<file path="src/rtl/brch_pkg.sv">
// Shared types for the branch-resolve stage: op encodings, resolve FSM state and ALU flags.
package brch_pkg;

   typedef enum logic [3:0] {
      OP_SEQ  = 4'd0,
      OP_SLT  = 4'd1,
      OP_SLE  = 4'd2,
      OP_SCO  = 4'd3,
      OP_BEQZ = 4'd4,
      OP_BNEZ = 4'd5,
      OP_BLTZ = 4'd6,
      OP_BGEZ = 4'd7,
      OP_JMP  = 4'd8
   } brch_op_e;

   typedef enum logic {
      ST_IDLE   = 1'b0,
      ST_SQUASH = 1'b1
   } brch_state_e;

   typedef struct packed {
      logic sf;
      logic zf;
      logic of;
      logic cf;
   } brch_flags_t;

endpackage

</file>
<file path="src/rtl/brch_cond_eval.sv">
// Combinational condition evaluator: turns an op code plus ALU flags into a set-compare
// result, a taken bit and a branch-class indication. Codes 9..15 behave as NOP.
module brch_cond_eval
   import brch_pkg::*;
#(
   parameter int DATA_W = 16
) (
   input  logic [3:0]        brch_ctrl,
   input  brch_flags_t       flags,
   output logic [DATA_W-1:0] cmp_result,
   output logic              taken,
   output logic              is_branch
);

   logic lt;
   logic cond;
   logic is_cmp;

   // Signed less-than from the subtract flags.
   assign lt = flags.sf ^ flags.of;

   always_comb begin
      cond      = 1'b0;
      is_cmp    = 1'b0;
      is_branch = 1'b0;
      case (brch_ctrl)
         OP_SEQ:  begin cond = flags.zf;       is_cmp = 1'b1;    end
         OP_SLT:  begin cond = lt;             is_cmp = 1'b1;    end
         OP_SLE:  begin cond = lt | flags.zf;  is_cmp = 1'b1;    end
         OP_SCO:  begin cond = flags.cf;       is_cmp = 1'b1;    end
         OP_BEQZ: begin cond = flags.zf;       is_branch = 1'b1; end
         OP_BNEZ: begin cond = ~flags.zf;      is_branch = 1'b1; end
         OP_BLTZ: begin cond = lt;             is_branch = 1'b1; end
         OP_BGEZ: begin cond = ~lt;            is_branch = 1'b1; end
         OP_JMP:  begin cond = 1'b1;           is_branch = 1'b1; end
         default: begin cond = 1'b0;                             end
      endcase
   end

   always_comb begin
      cmp_result    = '0;
      cmp_result[0] = is_cmp & cond;
      taken         = is_branch & cond;
   end

endmodule

</file>
<file path="src/rtl/brch_resolve.sv">
// Branch resolve stage: evaluates the op, registers results with latency 1, detects
// mispredicts and squashes the following SQUASH_CYC accepted cycles; keeps branch statistics.
module brch_resolve
   import brch_pkg::*;
#(
   parameter int DATA_W     = 16,
   parameter int PC_W       = 16,
   parameter int SQUASH_CYC = 2,
   parameter int CNT_W      = 16
) (
   input  logic              clk,
   input  logic              rst_n,
   input  logic              valid_in,
   input  logic [3:0]        brch_ctrl,
   input  logic              sf,
   input  logic              zf,
   input  logic              of,
   input  logic              cf,
   input  logic [PC_W-1:0]   pc_plus2,
   input  logic [PC_W-1:0]   target,
   input  logic              pred_taken,
   input  logic              stall,
   input  logic              flush,
   input  logic              clr_cnt,
   output logic              valid_out,
   output logic [DATA_W-1:0] cmp_result,
   output logic              taken,
   output logic              mispredict,
   output logic [PC_W-1:0]   redirect_pc,
   output logic              squashing,
   output logic [CNT_W-1:0]  brch_cnt,
   output logic [CNT_W-1:0]  mis_cnt
);

   localparam logic [3:0]       SQ_LOAD = 4'(SQUASH_CYC);
   localparam logic [CNT_W-1:0] CNT_MAX = {CNT_W{1'b1}};

   brch_flags_t       flags;
   logic [DATA_W-1:0] ev_cmp;
   logic              ev_taken;
   logic              ev_branch;
   logic              ev_mis;
   logic              accept;
   brch_state_e       state;
   logic [3:0]        sq_cnt;

   assign flags.sf = sf;
   assign flags.zf = zf;
   assign flags.of = of;
   assign flags.cf = cf;

   brch_cond_eval #(.DATA_W(DATA_W)) u_cond_eval (
      .brch_ctrl  (brch_ctrl),
      .flags      (flags),
      .cmp_result (ev_cmp),
      .taken      (ev_taken),
      .is_branch  (ev_branch)
   );

   // Handshake: an op transfers on a rising edge with valid_in=1, stall=0, flush=0 and the
   // stage not squashing; there is no ready, so ops offered while squashing are dropped.
   // valid_out is high for one cycle per transferred op, longer only while stall freezes it.
   assign accept = valid_in && !stall && !flush && (state == ST_IDLE);
   assign ev_mis = ev_taken != pred_taken;

   always_ff @(posedge clk or negedge rst_n) begin
      if (!rst_n) begin
         state       <= ST_IDLE;
         sq_cnt      <= '0;
         squashing   <= 1'b0;
         valid_out   <= 1'b0;
         taken       <= 1'b0;
         mispredict  <= 1'b0;
         cmp_result  <= '0;
         redirect_pc <= '0;
      end else if (flush) begin
         state      <= ST_IDLE;
         sq_cnt     <= '0;
         squashing  <= 1'b0;
         valid_out  <= 1'b0;
         taken      <= 1'b0;
         mispredict <= 1'b0;
      end else if (!stall) begin
         if (accept) begin
            valid_out   <= 1'b1;
            cmp_result  <= ev_cmp;
            taken       <= ev_taken;
            mispredict  <= ev_mis;
            redirect_pc <= ev_taken ? target : pc_plus2;
            if (ev_mis) begin
               state     <= ST_SQUASH;
               squashing <= 1'b1;
               sq_cnt    <= SQ_LOAD;
            end
         end else begin
            valid_out  <= 1'b0;
            mispredict <= 1'b0;
            if (state == ST_SQUASH) begin
               // The edge that brings the count to zero is also the edge that leaves SQUASH.
               if (sq_cnt <= 4'd1) begin
                  state     <= ST_IDLE;
                  squashing <= 1'b0;
                  sq_cnt    <= '0;
               end else begin
                  sq_cnt <= sq_cnt - 4'd1;
               end
            end
         end
      end
   end

   always_ff @(posedge clk or negedge rst_n) begin
      if (!rst_n) begin
         brch_cnt <= '0;
         mis_cnt  <= '0;
      end else if (clr_cnt) begin
         brch_cnt <= '0;
         mis_cnt  <= '0;
      end else if (accept) begin
         if (ev_branch && (brch_cnt != CNT_MAX)) brch_cnt <= brch_cnt + 1'b1;
         if (ev_mis && (mis_cnt != CNT_MAX))     mis_cnt  <= mis_cnt + 1'b1;
      end
   end

endmodule

</file>
<file path="config.mk">
export PLATFORM = sky130hd
export DESIGN_NAME = brch_resolve
export DESIGN_NICKNAME = d
export VERILOG_FILES = /design/src/rtl/brch_pkg.sv /design/src/rtl/brch_cond_eval.sv /design/src/rtl/brch_resolve.sv
export SDC_FILE = /design/constraint.sdc
export NUM_CORES = 1
export LEC_CHECK = 0
export CORE_ASPECT_RATIO = 0.9
export CORE_MARGIN = 2
export CORE_UTILIZATION = 51
export DETAILED_ROUTE_END_ITERATION = 16
export PLACE_DENSITY = 0.87
export SETUP_SLACK_MARGIN = 0.4
export SLEW_MARGIN = 20
export SYNTH_ARGS = -nofsm -noshare
export SYNTH_HDL_FRONTEND = slang
export SYNTH_SLANG_ARGS = --single-unit
</file>
<file path="constraint.sdc">
create_clock -name clk -period 5.7 [get_ports clk]
set_input_delay 1.14 -clock clk [delete_from_list [all_inputs] [get_ports clk]]
set_output_delay 1.14 -clock clk [all_outputs]
set_load 0.005 [all_outputs]
</file>
==> results of run 1 <==
## cell type report
type                    count  area, µm²
clock buffers              12        155
clock inverters             3       15.0
fillers                   550       2180
inverters                   7       26.3
multi-input cells         312       2020
flip-flops and latches     58       1450
well taps                  93        116
repair buffers            102       1010
## power breakdown
group | switching [mW] | total (mW) | internal [mW]
Sequential | 0.0245 | 0.474 | 0.449
Clock | 0.162 | 0.338 | 0.177
Combinational | 0.0990 | 0.217 | 0.118
## metrics by stage
step | setup slack, ns | area [µm²] | power [mW]
6_report | 2.04 | 4790 | 1.03
5_1_grt | 1.90 | 4790 | 1.08
4_1_cts | 2.07 | 4790 | 1.03
3_5_place_dp | 1.71 | 4620 | 0.698
3_3_place_gp | 1.83 | 4620 | 0.691
2_1_floorplan | 2.67 | 3680 | 0.587
## state kept, by name, summed over array words and instances (netlist names), 4 cells and up
register and cells:
brch_cnt 16, redirect_pc 16, sq_cnt 4, mis_cnt 16
## metal layers
layer	part of all wire, %	global-route usage, %
met1	43	30.0
met3	6.5	5.96
met2	49	35.8
met5	0	0
met4	1.7	8.56
## kinds of logic (layout without fill, tap and decap cells)
logic type	after synthesis	count (layout)	synth area share [%]
multiplexers	36	36	11.2
AO/OA/AOI/OAI	58	58	10.1
other	1	15	0.103
buffers and inverters	39	124	5.83
flip-flops	58	58	40.0
XOR/XNOR	17	17	4.10
adder cells (fa/ha/maj)	4	4	1.38
AND/OR/NAND/NOR	182	182	27.3
## path summary, 6_finish.rpt
check	slack, ns	to	depth (start not counted)	from
hold / removal	0.48	cmp_result[0]	2	cmp_result[0]
setup / recovery	2.04	mis_cnt[7]	7	brch_ctrl[2]
max in group asynchronous	4.26	sq_cnt[1]	2	rst_n
min in group asynchronous	0.94	brch_cnt[0]	2	rst_n
hold reg to reg	0.48	cmp_result[0]	2	cmp_result[0]
setup reg to reg	2.98	mis_cnt[5]	5	state
## critical path, stage by stage
cell and delay (ns):
clkdlybuf4s50_1 0.67, and3b_1 0.24, o21ai_2 0.21, a31oi_4 0.18, nor2_4 0.74, mux2_4 0.36, mux2_1 0.32
## layout by cell type, fill, tap and decap left out, types with 2 or more instances in the layout
cell             instances
a21oi_1                  9
and3_1                   5
o21ai_1                  6
and4_1                   6
a211oi_1                 2
nor2b_1                 19
nor3b_1                  4
nand2b_1                 3
a31o_2                   2
and2_1                   4
clkdlybuf4s50_1         98
nor4b_1                  2
xnor2_1                  2
ha_1                     4
clkbuf_8                11
mux2i_1                 18
buf_4                    3
mux2_1                  11
or4_1                    4
or3b_1                   2
nand3_1                 18
conb_1                  15
inv_1                    7
or3_1                    5
o21a_1                   2
nand2_1                 40
clkinv_2                 3
nand4_1                  9
dfrtp_1                 58
mux2_4                   6
nor3_1                  14
a211o_1                  3
o21ai_0                 25
nor4_1                   4
nor2_1                  36
xor2_1                  15
==> out/results.ini, run 1 <==
[logic_synthesis]
ys_top_cells_by_count = dfrtp_1, nand2_1, nor2_1
syn_inst = 395
ys.flop_type = dfrtp_1
seq_area_frac_synth_pct = 40.0
yosysTopAreaCellShare_pct = 40.0
postSynth.asyncResetShare_pct = 100
synth_top_area_cell = dfrtp_1
avgSynthCellArea_um2 = 9.19
syn-cell-area_um2 = 3630
synth_cell_types = 53
synth.most_common_cell = dfrtp_1
ys_seq_elements = 58
yosysWarnings = 0
synth_edf_count = 0
synth_area_leaders = dfrtp_1, mux2i_1, nand2_1

[die]
core_um2 = 6970
std_cell_rows = 29
initial_core_util_pct = 52.1
fp.dieArea_um2 = 7810
die_y_um = 84.0
die_w_um = 92.9
io_pins = 115

[clock_network]
root_buffer = clkbuf_8
clk_latency_ns = 0.34
post_cts_buffers = 0
cts_hold_buf = 0
clock_sink_count = 58
htree_levels = 3
cts_buffers = 9
tritoncts = done
clk_pin_slew_ns = 0.06
ctsLongestPathBuffers = 2
cts_resized = 0

[grt]
grt_use_total_pct = 22.7
grt_max_degree = 59
grt_pass1_wl_um = 14200
overflow = 0
antenna_found_initial = 0
grt_pass1_vias = 3043

[place]
dp_cells = 572
io_buffers = 99
hpwl_um = 6050
gp_congestion = 0.856

[sta]
hold_viol = 0
finalCritPeriodShare_pct = 64.1
setup_viol = 0
worst_slew_pin_slew_ns = 0.941
fin_skew_ns = 0.00712
hold_ws_ns = 0.476
period_minus_slack_ns = 3.66
slew_viol_final = 0
rsz0062_at_grt = false
fin_tns_setup_ns = 0
max_freq_mhz = 274
relSlewSlack_pct = 37.1

[pwr]
peakVddDrop_uv = 186
cellPowerDensity_nw_per_um2 = 215
p_leak_nw = 2.12

[flow_run]
cap_violations = 0

[drt]
drt_wl_total_um = 8580
vias_per_cell = 5.45
wire_per_inst_um = 14.6
firstDrtPassIters = 4
drt_iter0_markers = 312
ant_nets = 0
vias = 3198
drc_errors = 0

[critical_path]
crit_path_start_kind = input port
crit_required_ns = 5.92
path_class = in -> reg
critPathArrivalTime_ns = 3.88
worst-path-max-fanout = 27
end_kind = flop

[cells_and_area]
nNetsFinal = 541
finalNonFillerCells = 587
utilization_pct = 68.8
drive_gt1_share_pct = 7.29
n_antenna_cell = 0
syn_to_final_growth_pct = 32.0

[worst_hold_path]
hold_path_class = reg -> reg

[status]
status = finished clean

No activity file was read; power rests on OpenSTA's default activity.
==> run 2, diff against run 1 <==
Settings changed: CORE_UTILIZATION 51 to 43, PLACE_DENSITY 0.87 to 0.78.
Clock period 5.7 ns to 3.1 ns, I/O delays scaled along.
==> out/results.ini, run 2 (synthesis results as in run 1) <==
[status]
status = finished clean

[drt]
drt_wl_total_um = 8720  ; +1.7%
vias_per_cell = 5.30  ; -2.8%
firstDrtPassIters = 4  ; unchanged
ant_nets = 0  ; unchanged
vias = 3252  ; +1.7%
drc_errors = 0  ; unchanged
wire_per_inst_um = 14.2  ; -2.8%
drt_iter0_markers = 95  ; -70%

[grt]
antenna_found_initial = 0  ; unchanged
overflow = 0  ; unchanged
grt_pass1_wl_um = 14900  ; +4.9%
grt_use_total_pct = 20.0  ; -2.7 points
grt_max_degree = 59  ; unchanged
grt_pass1_vias = 3162  ; +3.9%

[die]
core_um2 = 8110  ; +16%
std_cell_rows = 31  ; +6.9%
die_w_um = 101  ; +8.5%
die_y_um = 91.1  ; +8.5%
fp.dieArea_um2 = 9190  ; +18%
initial_core_util_pct = 44.8  ; -7.3 points
io_pins = 115  ; unchanged

[pwr]
p_leak_nw = 2.26  ; +6.4%
cellPowerDensity_nw_per_um2 = 392  ; +82%
peakVddDrop_uv = 232  ; +25%

[cells_and_area]
layout_common_cells = clkdlybuf4s50_1, dfrtp_1, nand2_1
syn_to_final_growth_pct = 38.6
n_antenna_cell = 0  ; unchanged
drive_gt1_share_pct = 12.2  ; +4.9 points
top_regs = brch_cnt (16), mis_cnt (16), redirect_pc (16)
nNetsFinal = 561  ; +3.7%
finalNonFillerCells = 614  ; +4.6%
final_common_cell = clkdlybuf4s50_1
utilization_pct = 62.0  ; -6.7 points
fillers = 670  ; +22%

[sta]
relSlewSlack_pct = 50.5  ; +13 points
fin_skew_ns = 0.0123  ; +0.00516 ns
finalCritPeriodShare_pct = 85.0
worst_slew_pin_slew_ns = 0.742  ; -0.198 ns
hold_viol = 0  ; unchanged
rsz0062_at_grt = false
setup_viol = 0  ; unchanged
max_freq_mhz = 379
hold_ws_ns = 0.426  ; -0.0504 ns
slew_viol_final = 0  ; unchanged
period_minus_slack_ns = 2.64

[flow_run]
cap_violations = 0  ; unchanged

[critical_path]
critPathTopFamily = compound AO/OA/AOI/OAI gates
worst-path-max-fanout = 5  ; -81%
path_class = in -> reg
crit_buf_inv = 1  ; unchanged
slowest_delay_ns = 0.53  ; -0.21 ns
path_cells = clkdlybuf4s50_1, xor2_1, or4b_4, a31o_2, a211oi_4, o21a_1, mux2_1
crit_required_ns = 3.31  ; -2.61 ns
crit_path_start_kind = input port
cp_slowest_cell = or4b_4
critPathArrivalTime_ns = 2.85  ; -1.03 ns
end_kind = flop

[clock_network]
clock_sink_count = 58  ; unchanged
root_buffer = clkbuf_8
tritoncts = done
cts_buffers = 9  ; unchanged
clk_pin_slew_ns = 0.08  ; +0.02 ns
htree_levels = 3  ; unchanged
clk_latency_ns = 0.33  ; about the same
ctsLongestPathBuffers = 2  ; unchanged

[place]
hpwl_um = 6400  ; +5.9%
io_buffers = 99  ; unchanged
gp_congestion = 0.857  ; +0.11%
dp_cells = 595  ; +4.0%

[worst_hold_path]
hold_path_class = in -> async

## run 2: changes by cell type in the layout (fill, tap and decap cells not counted), moves of 2 or more
| cell | before | now |
|---|---|---|
| buf_4 | 3 | 23 |
| clkinv_4 | 0 | 2 |
| clkinvlp_4 | 0 | 2 |
| clkbuf_8 | 11 | 9 |
| dlymetal6s2s_1 | 0 | 3 |
| clkinv_2 | 3 | 1 |
| clkdlybuf4s50_1 | 98 | 95 |
## run 2: layer usage
layer	routed length, µm	vias to the layer above	part of all wire (%)	track usage [%]
met5	0	-	0	0
li1	-	1601	-	-
met3	429	4	4.9	4.85
met1	3980	1570	46	26.2
met4	70	0	0.80	5.14
met2	4240	77	49	33.0
## run 2: per-stage QoR
stage | setup TNS [ns] | setup slack (ns) | total power [mW] | instance area, µm²
3_5_place_dp | -0.0345 | -0.0331 | 1.30 | 4760
2_1_floorplan | 0 | 0.592 | 1.08 | 3680
3_3_place_gp | 0 | 0.0524 | 1.28 | 4760
5_1_grt | 0 | 0.390 | 2.09 | 5030
4_1_cts | 0 | 0.377 | 1.99 | 4970
6_report | 0 | 0.464 | 1.97 | 5030
## run 2: power by group
| part | switching [mW] | leakage (nW) | internal [mW] |
|---|---|---|---|
| logic | 0.188 | 1.39 | 0.229 |
| clock network | 0.310 | 0.0925 | 0.372 |
| registers | 0.0455 | 0.780 | 0.826 |
| total | 0.544 | 2.26 | 1.43 |
## run 2: final cells by class
class / instances / area, µm² / area share (%)
clock buffer: 10 / 128 / 2.54
clock inverter: 6 / 67.6 / 1.34
inverter: 7 / 26.3 / 0.522
multi-input combinational: 312 / 2070 / 41.1
sequential: 58 / 1450 / 28.9
tap: 99 / 124 / 2.46
timing repair buffer: 122 / 1170 / 23.2
## run 2: what timing repair did
action / CTS / global route
gates resized for setup: 3 / 9
setup buffers: 0 / 3
hold buffers: 0 / 0
pin swaps: 0 / 3
setup endpoints to repair: 3 / 28
## run 2: path summary, 6_finish.rpt
| kind | endpoint | from | slack (ns) | cells after the start |
|---|---|---|---|---|
| max in group asynchronous | redirect_pc[3] | rst_n | 2.17 | 2 |
| worst min-delay path | brch_cnt[13] | rst_n | 0.43 | 2 |
| min in group clk | cmp_result[0] | cmp_result[0] | 0.48 | 2 |
| worst min register to register | cmp_result[0] | cmp_result[0] | 0.48 | 2 |
| worst max-delay path | mis_cnt[2] | of | 0.46 | 7 |
| worst max register to register | mis_cnt[3] | mis_cnt[10] | 0.61 | 7 |
==> run 3, diff against run 2 <==
Settings changed: CORE_UTILIZATION 43 to 58, DONT_BUFFER_PORTS set to 1, PLACE_DENSITY 0.78 to 0.76.
==> out/results.ini, run 3 (synthesis results as in run 1) <==
[die]
initial_core_util_pct = 59.7  ; +15 points
core_um2 = 6080  ; -25%
fp.dieArea_um2 = 6910  ; -25%
io_pins = 115  ; unchanged
std_cell_rows = 27  ; -13%
die_w_um = 87.4  ; -13%
die_y_um = 79.0  ; -13%

[cells_and_area]
final_common_cell = dfrtp_1
fillers = 529  ; -21%
n_antenna_cell = 0  ; unchanged
syn_to_final_growth_pct = 5.86
drive_gt1_share_pct = 9.05  ; -3.2 points
nNetsFinal = 444  ; -21%
layout_common_cells = dfrtp_1, nand2_1, nor2_1
top_regs = brch_cnt (16), mis_cnt (16), redirect_pc (16)

[drt]
wire_per_inst_um = 16.1  ; +13%
drt_wl_total_um = 7570  ; -13%
vias = 2811  ; -14%
firstDrtPassIters = 4  ; unchanged
drc_errors = 0  ; unchanged
ant_nets = 0  ; unchanged
drt_iter0_markers = 152  ; +60%
vias_per_cell = 5.98  ; +13%

[flow_run]
cap_violations = 0  ; unchanged

[clock_network]
cts_buffers = 9  ; unchanged
cts_resized = 0  ; -3
cts_hold_buf = 1  ; +1
tritoncts = done
root_buffer = clkbuf_8
clock_sink_count = 58  ; unchanged
ctsLongestPathBuffers = 2  ; unchanged
post_cts_buffers = 0  ; unchanged
clk_latency_ns = 0.34  ; about the same
htree_levels = 3  ; unchanged
clk_pin_slew_ns = 0.06  ; -0.02 ns

[grt]
grt_pass1_wl_um = 12100  ; -19%
grt_max_degree = 59  ; unchanged
overflow = 0  ; unchanged
grt_use_total_pct = 22.3  ; +2.3 points
antenna_found_initial = 0  ; unchanged
grt_pass1_vias = 2554  ; -19%

[critical_path]
reg2reg_depth = 7  ; unchanged
path_class = reg -> reg
crit_path_start_kind = flop
worst-path-max-fanout = 14  ; +9
reg2reg_setup_slack_ns = 0.59  ; -0.02 ns
r2r_end = mis_cnt[5]
end_kind = flop
crit_required_ns = 3.31  ; about the same
slowest_delay_ns = 0.63  ; +0.10 ns
critPathArrivalTime_ns = 2.72  ; -0.13 ns
r2r-start = mis_cnt[0]
cp_slowest_cell = nor4_1
path_cells = ha_1, nand3_1, nor3_2, buf_4, nor4_1, o21a_1, mux2_1

[pwr]
peakVddDrop_uv = 412  ; +78%
power_mw = 1.80  ; -8.5%
cellPowerDensity_nw_per_um2 = 469  ; +20%
p_leak_nw = 1.79  ; -21%

[worst_hold_path]
hold_path_class = in -> async

[sta]
period_minus_slack_ns = 2.51  ; -0.122 ns
setup_viol = 0  ; unchanged
fin_tns_setup_ns = 0  ; unchanged
slew_viol_final = 0  ; unchanged
worst_slew_pin_slew_ns = 0.976  ; +0.234 ns
finalCritPeriodShare_pct = 81.1  ; -3.9 points
setup_slack_ns = 0.586  ; +0.122 ns
rsz0062_at_grt = false
fin_skew_ns = 0.00970  ; -0.00258 ns
hold_viol = 0  ; unchanged
relSlewSlack_pct = 34.8  ; -16 points
max_freq_mhz = 398  ; +4.8%

[place]
io_buffers = 0  ; -100%
hpwl_um = 5350  ; -16%
dp_slack_ns = 0.313  ; +0.346 ns
gp_congestion = 0.821  ; -4.2%

[status]
status = finished clean

## run 3: critical path, delay by kind of cell, from the launching register on
| kind | cells | cell delay [ns] |
|---|---|---|
| muxes | 1 | 0.32 |
| buffers and inverters | 1 | 0.19 |
| and+or+nand+nor | 3 | 0.95 |
| adders and majority gates | 1 | 0.27 |
| AOI/OAI and AO/OA | 1 | 0.23 |
| DFF | 1 | 0.42 |
## run 3: power breakdown
part / internal, mW / switching [mW] / leakage [nW] / total (mW)
Sequential: 0.827 / 0.0585 / 0.780 / 0.885
Combinational: 0.0931 / 0.127 / 0.904 / 0.220
Clock: 0.415 / 0.283 / 0.101 / 0.698
## run 3: cell type report
type	count	area [µm²]	area share [%]
multi-input combinational	312	2020	52.5
sequential	58	1450	37.8
clock buffer	14	163	4.23
tap	72	90.1	2.35
timing repair buffer	5	57.6	1.50
clock inverter	2	35.0	0.912
inverter	7	26.3	0.684
## run 3: worst max-delay path by stage
stage                 startpoint    endpoint  slack [ns]  cells after the start
global placement    brch_ctrl[3]  mis_cnt[4]        0.37                      6
floorplan           brch_ctrl[2]  mis_cnt[2]        0.59                      7
global route          mis_cnt[0]  mis_cnt[2]        0.42                      7
detailed placement  brch_ctrl[3]  mis_cnt[9]        0.31                      6
CTS                   mis_cnt[0]  mis_cnt[2]        0.58                      7
finish                mis_cnt[0]  mis_cnt[5]        0.59                      7
## run 3: stage by stage
stage | cell area [µm²] | cells | hold slack [ns] | util [%]
after floorplan | 3680 | 409 | 0.324 | -
after global placement | 3620 | 453 | 0.327 | 59.5
after detailed placement | 3620 | 453 | 0.326 | 59.5
after CTS | 3840 | 470 | 0.155 | 63.2
after global routing | 3840 | 470 | 0.153 | 63.2
final | 3840 | 470 | 0.143 | 63.2
## run 3: metal layers
layer | part of all wire [%] | GRT usage, % | vias up
met1 | 44 | 29.7 | 1354
met3 | 8.2 | 9.15 | 3
met5 | 0 | 0 | -
met4 | 0.53 | 4.46 | 0
li1 | - | - | 1364
met2 | 47 | 34.3 | 90
